### config.mk
export PLATFORM = sky130hd
export DESIGN_NAME = imm_extend_pipe
export DESIGN_NICKNAME = d
export VERILOG_FILES = /design/src/rtl/imm_extend_pipe_pkg.sv /design/src/rtl/imm_extend_pipe_ext_core.sv /design/src/rtl/imm_extend_pipe.sv
export SDC_FILE = /design/constraint.sdc
export NUM_CORES = 1
export LEC_CHECK = 0
export CAP_MARGIN = 20
export CELL_PAD_IN_SITES_DETAIL_PLACEMENT = 1
export CELL_PAD_IN_SITES_GLOBAL_PLACEMENT = 1
export CORE_MARGIN = 5
export CORE_UTILIZATION = 52
export CTS_CLUSTER_SIZE = 28
export DETAILED_ROUTE_END_ITERATION = 8
export DONT_BUFFER_PORTS = 1
export GPL_TIMING_DRIVEN = 0
export PLACE_DENSITY = 0.81
export SYNTH_ARGS = -nofsm -noshare
export SYNTH_HDL_FRONTEND = slang
export SYNTH_SLANG_ARGS = --single-unit
export TNS_END_PERCENT = 1
### constraint.sdc
create_clock -name clk -period 3.5 [get_ports clk]
set_clock_uncertainty 0.2 [all_clocks]
set_input_delay 0.525 -clock clk [delete_from_list [all_inputs] [get_ports clk]]
set_output_delay 0.525 -clock clk [all_outputs]
set_load 0.1 [all_outputs]
### src/rtl/imm_extend_pipe_pkg.sv
// Shared definitions for the immediate-extension stage.
// Mode codes and the parameter sanity check.
package imm_extend_pipe_pkg;

  localparam logic [1:0] MODE_SEXT      = 2'd0;
  localparam logic [1:0] MODE_ZEXT      = 2'd1;
  localparam logic [1:0] MODE_UPPER     = 2'd2;
  localparam logic [1:0] MODE_SEXT_SHL2 = 2'd3;

  function automatic bit width_ok(int in_w, int out_w);
    return (in_w >= 1) && (out_w >= in_w + 2);
  endfunction

endpackage

### src/rtl/imm_extend_pipe_ext_core.sv
// Combinational immediate extender.
// Produces SEXT, ZEXT, UPPER or SEXT<<2 of the input.
module ext_core
  import imm_extend_pipe_pkg::*;
#(
  parameter int IN_W  = 16,
  parameter int OUT_W = 32
) (
  input  logic [IN_W-1:0]  data,
  input  logic [1:0]       mode,
  output logic [OUT_W-1:0] result
);

  logic [OUT_W-1:0] sext;
  logic [OUT_W-1:0] zext;
  logic [OUT_W-1:0] upper;

  assign sext  = {{(OUT_W-IN_W){data[IN_W-1]}}, data};
  assign zext  = {{(OUT_W-IN_W){1'b0}}, data};
  assign upper = {data, {(OUT_W-IN_W){1'b0}}};

  always_comb begin
    result = sext;
    unique case (1'b1)
      mode == MODE_SEXT:      result = sext;
      mode == MODE_ZEXT:      result = zext;
      mode == MODE_UPPER:     result = upper;
      mode == MODE_SEXT_SHL2: result = {sext[OUT_W-3:0], 2'b00};
      default:                result = sext;
    endcase
  end

endmodule

### src/rtl/imm_extend_pipe.sv
// Registered immediate-extension stage with valid/ready.
// SKID=1 adds a second entry so in_ready comes from a flop.
module imm_extend_pipe
  import imm_extend_pipe_pkg::*;
#(
  parameter int IN_W  = 16,
  parameter int OUT_W = 32,
  parameter bit SKID  = 1'b1
) (
  input  logic             clk,
  input  logic             rst_n,
  input  logic             in_valid,
  output logic             in_ready,
  input  logic [IN_W-1:0]  in_data,
  input  logic [1:0]       in_mode,
  output logic             out_valid,
  input  logic             out_ready,
  output logic [OUT_W-1:0] out_data,
  output logic             out_neg
);

  if (!width_ok(IN_W, OUT_W)) begin : g_bad_width
    $error("imm_extend_pipe: need IN_W>=1 and OUT_W>=IN_W+2");
  end

  logic [OUT_W-1:0] ext_res;
  logic             m_valid;
  logic [OUT_W-1:0] m_data;
  logic             acc;
  logic             drn;

  ext_core #(
    .IN_W  (IN_W),
    .OUT_W (OUT_W)
  ) u_core (
    .data   (in_data),
    .mode   (in_mode),
    .result (ext_res)
  );

  assign acc = in_valid && in_ready;
  assign drn = m_valid && out_ready;

  if (SKID) begin : g_skid
    logic             s_valid;
    logic [OUT_W-1:0] s_data;

    assign in_ready = !s_valid;

    always_ff @(posedge clk or negedge rst_n) begin
      if (!rst_n) begin
        m_valid <= 1'b0;
        m_data  <= '0;
        s_valid <= 1'b0;
        s_data  <= '0;
      end else if (drn) begin
        // S refills M first; no accept can coincide with a full S
        if (s_valid) begin
          m_data  <= s_data;
          s_valid <= 1'b0;
        end else if (acc) begin
          m_data <= ext_res;
        end else begin
          m_valid <= 1'b0;
        end
      end else if (acc) begin
        if (!m_valid) begin
          m_valid <= 1'b1;
          m_data  <= ext_res;
        end else begin
          s_valid <= 1'b1;
          s_data  <= ext_res;
        end
      end
    end
  end else begin : g_reg
    assign in_ready = !m_valid || out_ready;

    always_ff @(posedge clk or negedge rst_n) begin
      if (!rst_n) begin
        m_valid <= 1'b0;
        m_data  <= '0;
      end else if (acc) begin
        m_valid <= 1'b1;
        m_data  <= ext_res;
      end else if (drn) begin
        m_valid <= 1'b0;
      end
    end
  end

  assign out_valid = m_valid;
  assign out_data  = m_data;
  assign out_neg   = m_data[OUT_W-1];

endmodule
==> out/metrics.cfg <==
[timing]
final.min_clock_period_ps = 2780
max-slew-margin-rel = 0.372
final_max_tran_viols = 0
setup_viol = 0
postLayoutSetupSlackWorst_ps = 719
max_freq_mhz = 360
hold_viol = 0
fin_setup_tns_ps = 0
tightest_slew_ps = 941
post-route-period-util = 0.794
grt_setup_unrepaired = false

[finish]
nets = 391
layout-drive-gt1-share = 0.185
syn_to_final_growth_pct = 9.56
insertedDiodeCount = 0

[floorplanning]
floorplan.core_area_um2 = 6390
design.portCount = 57
floorplan.die.height_um = 91.1
die_w_um = 91.1
fp.dieArea_um2 = 8290
row_count = 29
initial_core_util = 0.535

[logic_synthesis]
synth_edf_count = 0
postSynthRegisterBits = 66
syn_inst = 356
sequential_fraction_of_the_synthesis_area = 0.484
summed_instance_area_of_the_synthesized_netlist_um2 = 3420
synth_cell_types = 30
post_synth.cell_area_avg_um2 = 9.59
async_reset_ff_frac = 1.00
post_synth_net_total = 378
synth_flop_cell = dfrtp_1
synthesis.yosys.warnings = 0

[setup_path]
rr_startpoint = out_valid
criticalPathCategory = register to register
worst_ep_required_time_ps = 3540
worst_setup_path_end_kind = register
cp_data_arrival_time_ps = 2820
regToRegEndpoint = out_data[19]
r2r_setup_slack_ps = 720
timing.critical_path.fanout_max = 10
worst-r2r-cell-count = 5
critPathLaunchType = register
crit_path_from = out_valid

[hold_path]
hold_path_end = g_skid.s_valid
worst_hold_path.num_cells = 1
hold_start = out_ready
min_path_type = primary input to register

[placement]
place_hpwl_um = 7270
portBuffers = 0
globalplace.congestion = 0.825
detailedPlace.worstSlack_ps = 672

[grt]
grt_first_pass_wirelength_um = 16500
grt_pass1_vias = 3106
overflow = 0
grt_start_max_net_pins = 67
grt_util_all_layers = 0.251
antenna_violations_before_repair = 0

[detailed_routing]
avgRoutedWirePerCell_um = 22.2
routed-via-count = 2854
antenna_violating_nets_post_route = 0
initialDrtViolationCount = 111
detailedRoute.firstPassIterationCount = 4
totalWireLength_um = 10000
detail_route.vias_per_cell = 6.34
drt_drc_violations_left = 0

[clocking]
clock_net_sink_count = 66
cts.htree.levels = 3
numCtsBuffers = 9
clock-root-buffer = clkbuf_8
cts_tree = done
cts.path.max_buffers = 2
cts_repair_resize_count = 0
clkTransAtPathRegs_ps = 70
worst_skew_pair.late_latency_ps = 340

[status]
outcome = completed

[flow_run]
max_cap_viol_count = 0

==> cell type report <==
cell class                      instances  area [um^2]
Buffer                                 38          201
Clock buffer                           10          138
Clock inverter                          5         55.1
Fill cell                             717         2640
Inverter                                3         11.3
Multi-Input combinational cell        249         1550
Sequential cell                        66         1650
Tap cell                               77         96.3
Timing Repair Buffer                    2         37.5
==> worst max-delay path by stage <==
| stage | endpoint | slack, ps | cells past startpoint |
|---|---|---|---|
| 2_1_floorplan | out_data[17] | 1170 | 6 |
| 5_1_grt | out_data[19] | 560 | 5 |
| 6_report | out_data[19] | 720 | 5 |
| 3_3_place_gp | out_data[9] | 830 | 5 |
| 3_5_place_dp | out_data[19] | 670 | 5 |
| 4_1_cts | out_data[19] | 640 | 5 |
==> critical path, cell delays in order (launching register included) <==
cell and delay [ps]:
dfrtp_1 930, buf_2 320, nor2b_1 450, clkbuf_1 410, o21ai_0 220, o31ai_2 150
==> logic make-up (layout without fill, tap and decap cells) <==
logic type	count (synthesis)	count (layout)	share of synthesized area
AO/OA/AOI/OAI	142	142	0.303
XOR/XNOR	1	1	0.00256
buffers and inverters	41	58	0.0623
flip-flops	66	66	0.484
multiplexers	6	6	0.0187
AND/OR/NAND/NOR	100	100	0.130
==> state kept, by name (all words and copies together), names as in the netlist <==
| name | flops |
|---|---|
| g_skid.s_data | 32 |
| out_valid | 1 |
| out_data | 32 |
| g_skid.s_valid | 1 |
==> synth_stat cells (4+ instances only) <==
library cell / number / share of area
o21ai_0: 32 / 0.047
a31oi_1: 15 / 0.027
nand2_1: 16 / 0.018
clkbuf_1: 14 / 0.015
buf_6: 4 / 0.013
o21ai_1: 4 / 0.0059
nor2_1: 58 / 0.064
buf_2: 17 / 0.025
a21oi_1: 31 / 0.045
dfrtp_1: 66 / 0.48
a211oi_1: 14 / 0.031
o31ai_2: 27 / 0.099
nor2b_1: 18 / 0.033
a221oi_1: 15 / 0.038
==> per-layer routing <==
| layer | up-vias | track usage | wire length [um] |
|---|---|---|---|
| met5 | - | 0 | 0 |
| met4 | 0 | 0.0795 | 201 |
| met3 | 19 | 0.0752 | 694 |
| met2 | 89 | 0.418 | 5070 |
| met1 | 1431 | 0.313 | 4040 |
| li1 | 1315 | - | - |
==> per-stage QoR <==
step	cells	hold WS, ps	utilization	instance area [um^2]
floorplan	356	29.4	-	3420
global placement	433	31.2	0.550	3510
detailed placement	433	31.6	0.550	3510
CTS	450	46.6	0.586	3740
global route	450	39.2	0.586	3740
finish	450	54.0	0.586	3740
==> cell usage in the layout, fill, tap and decap left out, types with 2 or more instances in the layout <==
cell,count
o21ai_1,4
a221oi_1,15
dfrtp_1,66
inv_1,3
clkbuf_1,14
o31ai_2,27
nor2_1,58
buf_6,4
nor2b_1,18
buf_2,17
mux2_2,3
mux2i_1,3
clkinvlp_4,2
buf_4,2
a211oi_1,14
a21oi_1,31
clkbuf_8,10
clkinv_2,2
o31ai_1,2
nand2_1,16
a31oi_1,15
nand3_1,2
o21ai_0,32
==> timing repair <==
item | in CTS | in global routing
endpoints found under the hold margin | 66 | 0
hold buffers | 2 | 0
setup buffers | 0 | 0
Power is not shown: default switching activity piles up to over one toggle a cycle in this logic, so the estimate is an artifact.
